$ cat src/rtl/ahb3_lite_arbiter.sv
// ahb3_lite_arbiter
//   Round-robin scheduler that shares one AHB3-lite slave port among NUM_REQ
//   single-beat command requesters. It is the only AHB master on the port.
//   Each transfer completes before the next one is accepted, so the address
//   and data phases never overlap.
//
// Parameters
//   NUM_REQ         number of requesters (2..8)
//   TIMEOUT_CYCLES  data-phase wait-state limit (only with AHB_ARB_TIMEOUT_EN)
//
// Optional feature macro
//   AHB_ARB_TIMEOUT_EN  abandons a data phase with an error after
//                       TIMEOUT_CYCLES stalled cycles; without it the data
//                       phase waits indefinitely.
//
// Ports
//   clk_i, rst_i                    clock, synchronous active-high reset
//   req_valid_i / req_ready_o       per-requester command handshake (ready one-hot)
//   req_addr_i/write/size/wdata     packed command fields, requester k at slice k
//   rsp_valid_o/rdata_o/err_o       one-hot completion pulse with read data and error
//   haddr_o..hsel_o                 AHB master outputs (SINGLE bursts, IDLE/NONSEQ)
//   hrdata_i, hready_i, hresp_i     AHB slave response
//
// state  | meaning
// S_IDLE | waiting for a request; grants and latches a command
// S_ADDR | address phase: NONSEQ driven, waiting for hready_i
// S_DATA | data phase: write data driven, waiting for hready_i
// S_RESP | one-cycle response pulse to the granted requester
module ahb3_lite_arbiter #(
    parameter int NUM_REQ        = 4,
    parameter int TIMEOUT_CYCLES = 256
) (
    input  logic                  clk_i,
    input  logic                  rst_i,
    input  logic [NUM_REQ-1:0]    req_valid_i,
    output logic [NUM_REQ-1:0]    req_ready_o,
    input  logic [NUM_REQ*32-1:0] req_addr_i,
    input  logic [NUM_REQ-1:0]    req_write_i,
    input  logic [NUM_REQ*3-1:0]  req_size_i,
    input  logic [NUM_REQ*32-1:0] req_wdata_i,
    output logic [NUM_REQ-1:0]    rsp_valid_o,
    output logic [31:0]           rsp_rdata_o,
    output logic                  rsp_err_o,
    output logic [31:0]           haddr_o,
    output logic [2:0]            hburst_o,
    output logic [2:0]            hsize_o,
    output logic [1:0]            htrans_o,
    output logic                  hwrite_o,
    output logic [31:0]           hwdata_o,
    output logic                  hsel_o,
    input  logic [31:0]           hrdata_i,
    input  logic                  hready_i,
    input  logic                  hresp_i
);

    localparam int IDX_W = $clog2(NUM_REQ);
    localparam logic [1:0] HTRANS_IDLE   = 2'b00;
    localparam logic [1:0] HTRANS_NONSEQ = 2'b10;
    localparam logic [NUM_REQ-1:0] REQ_ONE = NUM_REQ'(1);

    if (NUM_REQ < 2 || NUM_REQ > 8 || TIMEOUT_CYCLES < 1) begin : g_bad_params
        $error("ahb3_lite_arbiter: parameter out of range");
    end

    typedef enum logic [1:0] {S_IDLE, S_ADDR, S_DATA, S_RESP} state_t;

    state_t           state;
    logic [IDX_W-1:0] rr_ptr;
    logic [IDX_W-1:0] grant_q;
    logic [IDX_W-1:0] grant_idx;
    logic [IDX_W-1:0] cand;
    logic             any_valid;
    logic             cmd_write;
    logic [31:0]      cmd_wdata;
    logic             err_q;

    logic [31:0] addr_arr  [NUM_REQ];
    logic [31:0] wdata_arr [NUM_REQ];
    logic [2:0]  size_arr  [NUM_REQ];

    for (genvar k = 0; k < NUM_REQ; k++) begin : g_unpack
        assign addr_arr[k]  = req_addr_i[k*32 +: 32];
        assign wdata_arr[k] = req_wdata_i[k*32 +: 32];
        assign size_arr[k]  = req_size_i[k*3 +: 3];
    end

`ifdef AHB_ARB_TIMEOUT_EN
    localparam int TMO_W = $clog2(TIMEOUT_CYCLES) + 1;
    logic [TMO_W-1:0] tmo_cnt;
`endif

    // First valid requester at or after rr_ptr, wrapping.
    always_comb begin
        any_valid = 1'b0;
        grant_idx = rr_ptr;
        cand      = rr_ptr;
        for (int i = 0; i < NUM_REQ; i++) begin
            cand = IDX_W'((int'(rr_ptr) + i) % NUM_REQ);
            if (!any_valid && req_valid_i[cand]) begin
                any_valid = 1'b1;
                grant_idx = cand;
            end
        end
    end

    logic [31:0] sel_addr;
    logic [31:0] sel_wdata;
    logic [2:0]  sel_size;
    logic        sel_write;
    logic        sel_illegal;

    assign sel_addr  = addr_arr[grant_idx];
    assign sel_wdata = wdata_arr[grant_idx];
    assign sel_size  = size_arr[grant_idx];
    assign sel_write = req_write_i[grant_idx];

    always_comb begin
        sel_illegal = 1'b0;
        if (sel_size > 3'd2)
            sel_illegal = 1'b1;
        else if (sel_size == 3'd1 && sel_addr[0])
            sel_illegal = 1'b1;
        else if (sel_size == 3'd2 && sel_addr[1:0] != 2'b00)
            sel_illegal = 1'b1;
    end

    assign req_ready_o = (state == S_IDLE && any_valid) ? (REQ_ONE << grant_idx) : '0;
    assign hburst_o    = 3'b000;

    always_ff @(posedge clk_i) begin
        if (rst_i) begin
            state       <= S_IDLE;
            rr_ptr      <= '0;
            grant_q     <= '0;
            cmd_write   <= 1'b0;
            cmd_wdata   <= '0;
            err_q       <= 1'b0;
            rsp_valid_o <= '0;
            rsp_rdata_o <= '0;
            rsp_err_o   <= 1'b0;
            haddr_o     <= '0;
            hsize_o     <= '0;
            htrans_o    <= HTRANS_IDLE;
            hwrite_o    <= 1'b0;
            hwdata_o    <= '0;
            hsel_o      <= 1'b0;
`ifdef AHB_ARB_TIMEOUT_EN
            tmo_cnt     <= '0;
`endif
        end else begin
            rsp_valid_o <= '0;
            case (state)
                S_IDLE: begin
                    if (any_valid) begin
                        grant_q   <= grant_idx;
                        cmd_write <= sel_write;
                        cmd_wdata <= sel_wdata;
                        if (sel_illegal) begin
                            // Rejected locally; the bus is never touched.
                            state       <= S_RESP;
                            rsp_valid_o <= REQ_ONE << grant_idx;
                            rsp_rdata_o <= '0;
                            rsp_err_o   <= 1'b1;
                        end else begin
                            state    <= S_ADDR;
                            haddr_o  <= sel_addr;
                            hwrite_o <= sel_write;
                            hsize_o  <= sel_size;
                            htrans_o <= HTRANS_NONSEQ;
                            hsel_o   <= 1'b1;
                        end
                    end
                end
                S_ADDR: begin
                    if (hready_i) begin
                        state    <= S_DATA;
                        htrans_o <= HTRANS_IDLE;
                        hsel_o   <= 1'b0;
                        hwdata_o <= cmd_wdata;
                        err_q    <= 1'b0;
`ifdef AHB_ARB_TIMEOUT_EN
                        tmo_cnt  <= '0;
`endif
                    end
                end
                S_DATA: begin
                    // Sticky so the first cycle of a two-cycle ERROR is not lost.
                    err_q <= err_q | hresp_i;
                    if (hready_i) begin
                        state       <= S_RESP;
                        rsp_valid_o <= REQ_ONE << grant_q;
                        rsp_rdata_o <= cmd_write ? 32'h0 : hrdata_i;
                        rsp_err_o   <= err_q | hresp_i;
                        hwdata_o    <= '0;
                    end
`ifdef AHB_ARB_TIMEOUT_EN
                    else if (tmo_cnt == TMO_W'(TIMEOUT_CYCLES - 1)) begin
                        state       <= S_RESP;
                        rsp_valid_o <= REQ_ONE << grant_q;
                        rsp_rdata_o <= '0;
                        rsp_err_o   <= 1'b1;
                        hwdata_o    <= '0;
                    end else begin
                        tmo_cnt <= tmo_cnt + TMO_W'(1);
                    end
`endif
                end
                S_RESP: begin
                    state  <= S_IDLE;
                    rr_ptr <= (grant_q == IDX_W'(NUM_REQ - 1)) ? '0 : grant_q + IDX_W'(1);
                end
                default: state <= S_IDLE;
            endcase
        end
    end

endmodule
$ cat config.mk
export PLATFORM = sky130hd
export DESIGN_NAME = ahb3_lite_arbiter
export DESIGN_NICKNAME = d
export VERILOG_FILES = /design/src/rtl/ahb3_lite_arbiter.sv
export SDC_FILE = /design/constraint.sdc
export NUM_CORES = 1
export LEC_CHECK = 0
export BUFFER_PORTS_ARGS = -buffer_cell sky130_fd_sc_hd__buf_2
export CAP_MARGIN = 20
export CORE_AREA = 2 2 165 167
export DETAILED_ROUTE_END_ITERATION = 8
export DIE_AREA = 0 0 167 169
export GPL_ROUTABILITY_DRIVEN = 0
export PLACE_DENSITY = 0.5
export SKIP_LAST_GASP = 1
export SLEW_MARGIN = 20
export SYNTH_ARGS = -nofsm -noshare
export SYNTH_HDL_FRONTEND = slang
export SYNTH_SLANG_ARGS = --single-unit
$ cat constraint.sdc
create_clock -name clk_i -period 4.2 [get_ports clk_i]
set_input_delay 0.63 -clock clk_i [delete_from_list [all_inputs] [get_ports clk_i]]
set_output_delay 0.63 -clock clk_i [all_outputs]
set_load 0.02 [all_outputs]
==> results.toml, run 1 <==
[run_status]
outcome = "finished, final reports clean"

[timing]
finClkSkew_ns = 0.00966
fin_crit_ns = 3.41
final_max_slew_viol_count = 0
fin_ws_ns = 0.791
final-hold-violation-count = 0
tightest_slew_ns = 1.02
tns_ns = 0
slew_headroom = 0.321
fmax_mhz = 293
rsz0062_at_grt = "false"
setup_viol = 0
period_share = 0.812

[die]
start_util = 0.266
core_region_area_sq_um = 26500
dieArea_sq_um = 28200
rows = 60
die_y_microns = 169
io_pins = 427
die_w_microns = 167

[global_routing]
grt_pass1_vias = 6583
grt_pass1_wl_microns = 37500
grt_max_degree = 64
track_usage = 0.172
antenna_found_initial = 6
gr-total-overflow = 0

[pwr]
cellLeakagePower_nw = 4.80
powerDensity_nw_per_um2 = 519
ir_worst_vdd_v = 0.000308

[critical_path]
start_kind = "flop"
crit_fanout = 37
cpLargestDelayFamily = "simple AND/OR/NAND/NOR gates"
crit_type = "reg -> out"
max_stage_delay_ns = 0.81
cp.required_ns = 3.57
end_kind = "output pin"
cp_slowest_cell = "nor2_4"
crit_buf_inv = 3
arrival_ns = 2.78
crit_path_frequent_cell = "inv_1"
worstPathCellList = "inv_1, ha_1, inv_1, nor2_4, nand2_1, nor2_1, buf_2"

[synthesis]
synth_top_area_cell = "dfxtp_1"
synthCells = 663
yosysUniqueCellTypes = 39
synth_flop_cell = "dfxtp_1"
async_reset_ff_frac = 0
seq_area_frac_synth = 0.415
synth.area.top_cells = "dfxtp_1 41%, mux4_2 22%, mux2i_1 5.3%"
yosys.area.top_type_share = 0.415
synth_warnings = 0
ys_ff_latch = 146
syn_area_per_cell_sq_um = 10.6
synthesis.area_sq_um = 7050
synth_edf_count = 0

[placement]
port_buffers = 422
post-place-ws_ns = 0.483
hpwl_microns = 19300

[clock_network]
clk_latency_ns = 0.42
clock_path_buffers = 2
root_buffer = "clkbuf_16"
cts_htree_levels = 4
ctsHoldBuffers = 0
cts_resized = 0
cts_tree = "done"
cts_setup_buffers = 0
clkTransAtPathRegs_ns = 0.07
cts_sinks = 146
cts_buffers = 17

[routing]
route.vias.total = 6733
wire_per_inst_microns = 17.5
drt_iter0_drc = 281
postRouteAntennaNets = 0
dr.pass1.iters = 4
drc = 0
vias_per_cell = 4.74
wl_microns = 24900

[finish]
nNetsFinal = 1382
drive_gt1_frac = 0.512
multi_input_area_sq_um = 3870
regArea_sq_um = 2920
area_growth_pct = 42.8
n_fill_cell = 2709

[min_path]
hp-class = "in -> reg"

[flow_run]
maxCapViolations = 0
[state kept, by name (all words and copies together) (netlist names)]
signal,cells
cmd_wdata,32
haddr_o,32
hwdata_o,32
rsp_rdata_o,32
rsp_valid_o,4
hsize_o,3
grant_q,2
rr_ptr,2
state,2
cmd_write,1
err_q,1
htrans_o,1
hwrite_o,1
rsp_err_o,1
[final cells by class]
| class | instances | area share |
|---|---|---|
| Timing Repair Buffer | 438 | 0.223 |
| Sequential cell | 146 | 0.290 |
| Antenna cell | 4 | 0.000994 |
| Clock buffer | 19 | 0.0450 |
| Inverter | 6 | 0.00224 |
| Multi-Input combinational cell | 453 | 0.384 |
| Clock inverter | 13 | 0.0114 |
| Tap cell | 341 | 0.0424 |
[cell usage after synthesis (2+ instances only)]
library cell and n:
a21oi_1 73, a22o_1 32, a32o_1 2, and3b_1 2, buf_1 5, buf_2 6, buf_4 9, buf_6 3
clkbuf_1 38, dfxtp_1 146, ha_1 8, inv_1 6, mux2i_1 37, mux4_2 68, nand2_1 78, nand2b_1 3
nor2_1 84, nor2b_1 3, nor3_1 4, nor3b_1 32, o21ai_0 3, o21ai_1 4
[report_power, final]
| part | internal [mW] | switching, mW |
|---|---|---|
| Combinational | 0.803 | 1.16 |
| Sequential | 1.63 | 0.133 |
| Clock | 0.812 | 0.677 |
[cell families after synthesis]
family                     after synthesis  share of synthesized area
DFF                                    146                      0.415
and+or+nand+nor                        211                      0.138
adders and majority gates                8                     0.0142
buffers and inverters                   67                     0.0447
other                                    1                   0.000532
AOI/OAI and AO/OA                      124                      0.117
muxes                                  106                      0.271
[final timing paths]
path              slack [ns]                       start  depth (start not counted)                      endpoint
hold / removal          0.42                hrdata_i[30]                          2  rsp_rdata_o[30]$_SDFFE_PP0P_
hold reg to reg         0.45  cmd_wdata[13]$_SDFFE_PP0P_                          2    cmd_wdata[13]$_SDFFE_PP0P_
setup reg to reg        0.88      rr_ptr[0]$_SDFFE_PP0N_                          9      haddr_o[28]$_SDFFE_PP0P_
setup / recovery        0.79       state[0]$_SDFFE_PP0P_                          7                req_ready_o[0]
[metrics by stage]
| stage | std cells | utilization | instance area, sq um | hold slack [ns] | total power, mW |
|---|---|---|---|---|---|
| 3_3_place_gp | 1384 | 0.358 | 9490 | 0.439 | 3.80 |
| 4_1_cts | 1416 | 0.380 | 10100 | 0.394 | 5.32 |
| 3_5_place_dp | 1384 | 0.358 | 9490 | 0.444 | 3.80 |
| 5_1_grt | 1417 | 0.380 | 10100 | 0.403 | 5.55 |
| 6_report | 1420 | 0.380 | 10100 | 0.418 | 5.22 |
| 2_1_floorplan | 666 | - | 7060 | 0.432 | 3.11 |
[cells in the final DEF, fill, tap and decap left out, types with 3 or more instances in the layout]
cell type,instances
mux4_2,68
buf_2,421
inv_8,3
mux2i_1,37
buf_4,16
conb_1,4
inv_1,6
nand2_1,78
a22o_1,32
clkbuf_16,17
nor2b_1,3
diode_2,4
a21oi_1,73
nor3_1,4
nor2_1,83
dfxtp_1,146
o21ai_0,3
nor3b_1,32
inv_6,6
ha_1,7
[routing by layer]
layer,up-vias,share of wire,GRT usage
li1,3215,-,-
met5,-,0.00052,0
met3,36,0.077,0.0531
met4,2,0.018,0.0543
met2,276,0.48,0.289
met1,3204,0.43,0.210
Power figures use the tool's default switching activity.
==> run 2, diff against run 1 <==
--- a/config.mk
+++ b/config.mk
@@ -5,13 +5,14 @@
 export SDC_FILE = /design/constraint.sdc
 export NUM_CORES = 1
 export LEC_CHECK = 0
+export ABC_AREA = 1
 export BUFFER_PORTS_ARGS = -buffer_cell sky130_fd_sc_hd__buf_2
 export CAP_MARGIN = 20
-export CORE_AREA = 2 2 165 167
+export CORE_AREA = 2 2 167 169
 export DETAILED_ROUTE_END_ITERATION = 8
-export DIE_AREA = 0 0 167 169
+export DIE_AREA = 0 0 169 171
 export GPL_ROUTABILITY_DRIVEN = 0
-export PLACE_DENSITY = 0.5
+export PLACE_DENSITY = 0.55
 export SKIP_LAST_GASP = 1
 export SLEW_MARGIN = 20
 export SYNTH_ARGS = -nofsm -noshare
==> constraint.sdc (replaced) <==
create_clock -name clk_i -period 3.1 [get_ports clk_i]
set_input_delay 0.465 -clock clk_i [delete_from_list [all_inputs] [get_ports clk_i]]
set_output_delay 0.465 -clock clk_i [all_outputs]
set_load 0.02 [all_outputs]
==> run 2 against run 1 <==
Cell count up 37%; routed wire length increased by 22%; first-iteration DRC count grew 130%.
==> results.toml, run 2 <==
[synthesis]
synthTopCellsByCount = "372 x nand2_1, 146 x dfxtp_1, 111 x nand3_1"
synth_edf_count = 0
synth.area.top_cells = "dfxtp_1 36%, nand2_1 17%, a22oi_1 7.0%"
yosys.area.top_type_share = 0.360
syn_area_per_cell_sq_um = 6.80
synth_top_area_cell = "dfxtp_1"
synthesis.area_sq_um = 8120
async_reset_ff_frac = 0
synth_warnings = 0
ys_ff_latch = 146
synthCells = 1195
seq_area_frac_synth = 0.360
yosysMostFrequentCell = "nand2_1"
synth_flop_cell = "dfxtp_1"
yosysUniqueCellTypes = 37

[global_routing]
gr-total-overflow = 0
grt_max_degree = 65
grt_pass1_vias = 8571
antenna_found_initial = 3
track_usage = 0.204
grt_pass1_wl_microns = 46300

[clock_network]
clkTransAtPathRegs_ns = 0.06
cts_buffers = 17
cts_htree_levels = 4
clock_path_buffers = 2
cts_setup_buffers = 0
clk_latency_ns = 0.43
ctsHoldBuffers = 0
cts_sinks = 146
cts_tree = "done"
root_buffer = "clkbuf_16"

[timing]
fin_crit_ns = 2.85
setup_viol = 0
rsz0062_at_grt = "false"
fmax_mhz = 351
fin_ws_ns = 0.253
final-hold-violation-count = 0
slew_headroom = 0.639
tns_ns = 0
finClkSkew_ns = 0.0122
period_share = 0.918
tightest_slew_ns = 0.541
final_max_slew_viol_count = 0
hold_ws_ns = 0.364

[routing]
drt_iter0_drc = 659
wl_met2_microns = 14900
top_layer = "met5"
wirelength_met1_microns = 13000
postRouteAntennaNets = 0
route.vias.total = 9168
drc = 0
vias_per_cell = 4.71
wl_microns = 30400
wl_met3_microns = 2080
dr.pass1.iters = 5
wire_per_inst_microns = 15.6

[run_status]
outcome = "finished, final reports clean"

[pwr]
ir_worst_vdd_v = 0.000476
cellLeakagePower_nw = 5.77
powerDensity_nw_per_um2 = 1080

[critical_path]
worstPathCellList = "buf_6, nand2_1, nand2_1, nand2_1, nand2_2, nand4_2, nand2_4, nand2_4, inv_4, nand2_1, nor2_1, buf_2"
r2r_slack_ns = 0.44
crit_path_frequent_cell = "nand2_1"
crit_type = "reg -> out"
start_kind = "flop"
arrival_ns = 2.38
max_stage_delay_ns = 0.36
crit_fanout = 12
cp_slowest_cell = "dfxtp_2"
end_kind = "output pin"
cp.required_ns = 2.63

[finish]
fin_cells = 1945
nNetsFinal = 1905
area_growth_pct = 39.0
layout_common_cells = "420 x buf_2, 372 x nand2_1, 144 x dfxtp_1"
final_common_cell = "buf_2"
drive_gt1_frac = 0.379
n_fill_cell = 2948
post-route-util = 0.413

[flow_run]
maxCapViolations = 0

[placement]
placedCellCount = 1911
port_buffers = 422
hpwl_microns = 22900
post-place-ws_ns = 0.290

[die]
start_util = 0.297
rows = 61
die_y_microns = 171
core_region_area_sq_um = 27300
die_w_microns = 169
io_pins = 427
dieArea_sq_um = 28900

[min_path]
hp-class = "in -> reg"
==> run 2: path summary, 6_finish.rpt <==
check                          startpoint                  endpoint  depth (start not counted)
hold / removal                      rst_i  haddr_o[25]$_SDFFE_PP0P_                          2
hold reg to reg   hsize_o[2]$_SDFFE_PP0P_   hsize_o[2]$_SDFFE_PP0P_                          2
setup / recovery   rr_ptr[0]$_SDFFE_PP0N_            req_ready_o[1]                         12
setup reg to reg   rr_ptr[0]$_SDFFE_PP0N_    cmd_write$_SDFFE_PP0P_                         15
==> run 2: cells by family after synthesis <==
| group | share of synthesized area |
|---|---|
| AOI/OAI and AO/OA | 0.170 |
| DFF | 0.360 |
| buffers and inverters | 0.110 |
| other | 0.000462 |
| and+or+nand+nor | 0.348 |
| adders and majority gates | 0.0123 |
==> run 2: report_power, final <==
group	total [mW]	leakage, nW	switching, mW	internal [mW]
Clock	2.05	0.270	0.899	1.15
Combinational	7.36	4.30	4.81	2.55
Sequential	2.81	1.20	0.316	2.49
==> run 2: layout make-up <==
class,instances,area (sq um),area share
timing repair buffer,454,2520,0.223
inverter,124,473,0.0419
multi-input combinational,842,4360,0.386
sequential,146,2930,0.259
tap,346,433,0.0383
clock buffer,18,439,0.0389
clock inverter,14,143,0.0126
antenna,1,2.50,0.000222
==> run 2: what timing repair did <==
action	in CTS	in global routing
pin swaps	0	0
endpoints found under the setup margin	1	4
gates resized for setup	2	6
==> run 2: routing by layer <==
layer / track usage / vias up
li1: - / 4686
met1: 0.259 / 4126
met2: 0.346 / 329
met3: 0.0537 / 25
met4: 0.0491 / 2
met5: 0 / -
==> run 2: worst max-delay path: cells and delay by family (launching register included) <==
kind | cells | cell delay, ns
buffers and inverters | 3 | 0.52
flip-flops | 1 | 0.36
AND/OR/NAND/NOR | 9 | 1.07
==> run 2: through the flow <==
step	cell area (sq um)	total power [mW]
2_1_floorplan	8130	7.84
3_3_place_gp	10700	10.2
3_5_place_dp	10700	10.2
4_1_cts	11200	12.3
5_1_grt	11300	13.2
6_report	11300	12.2
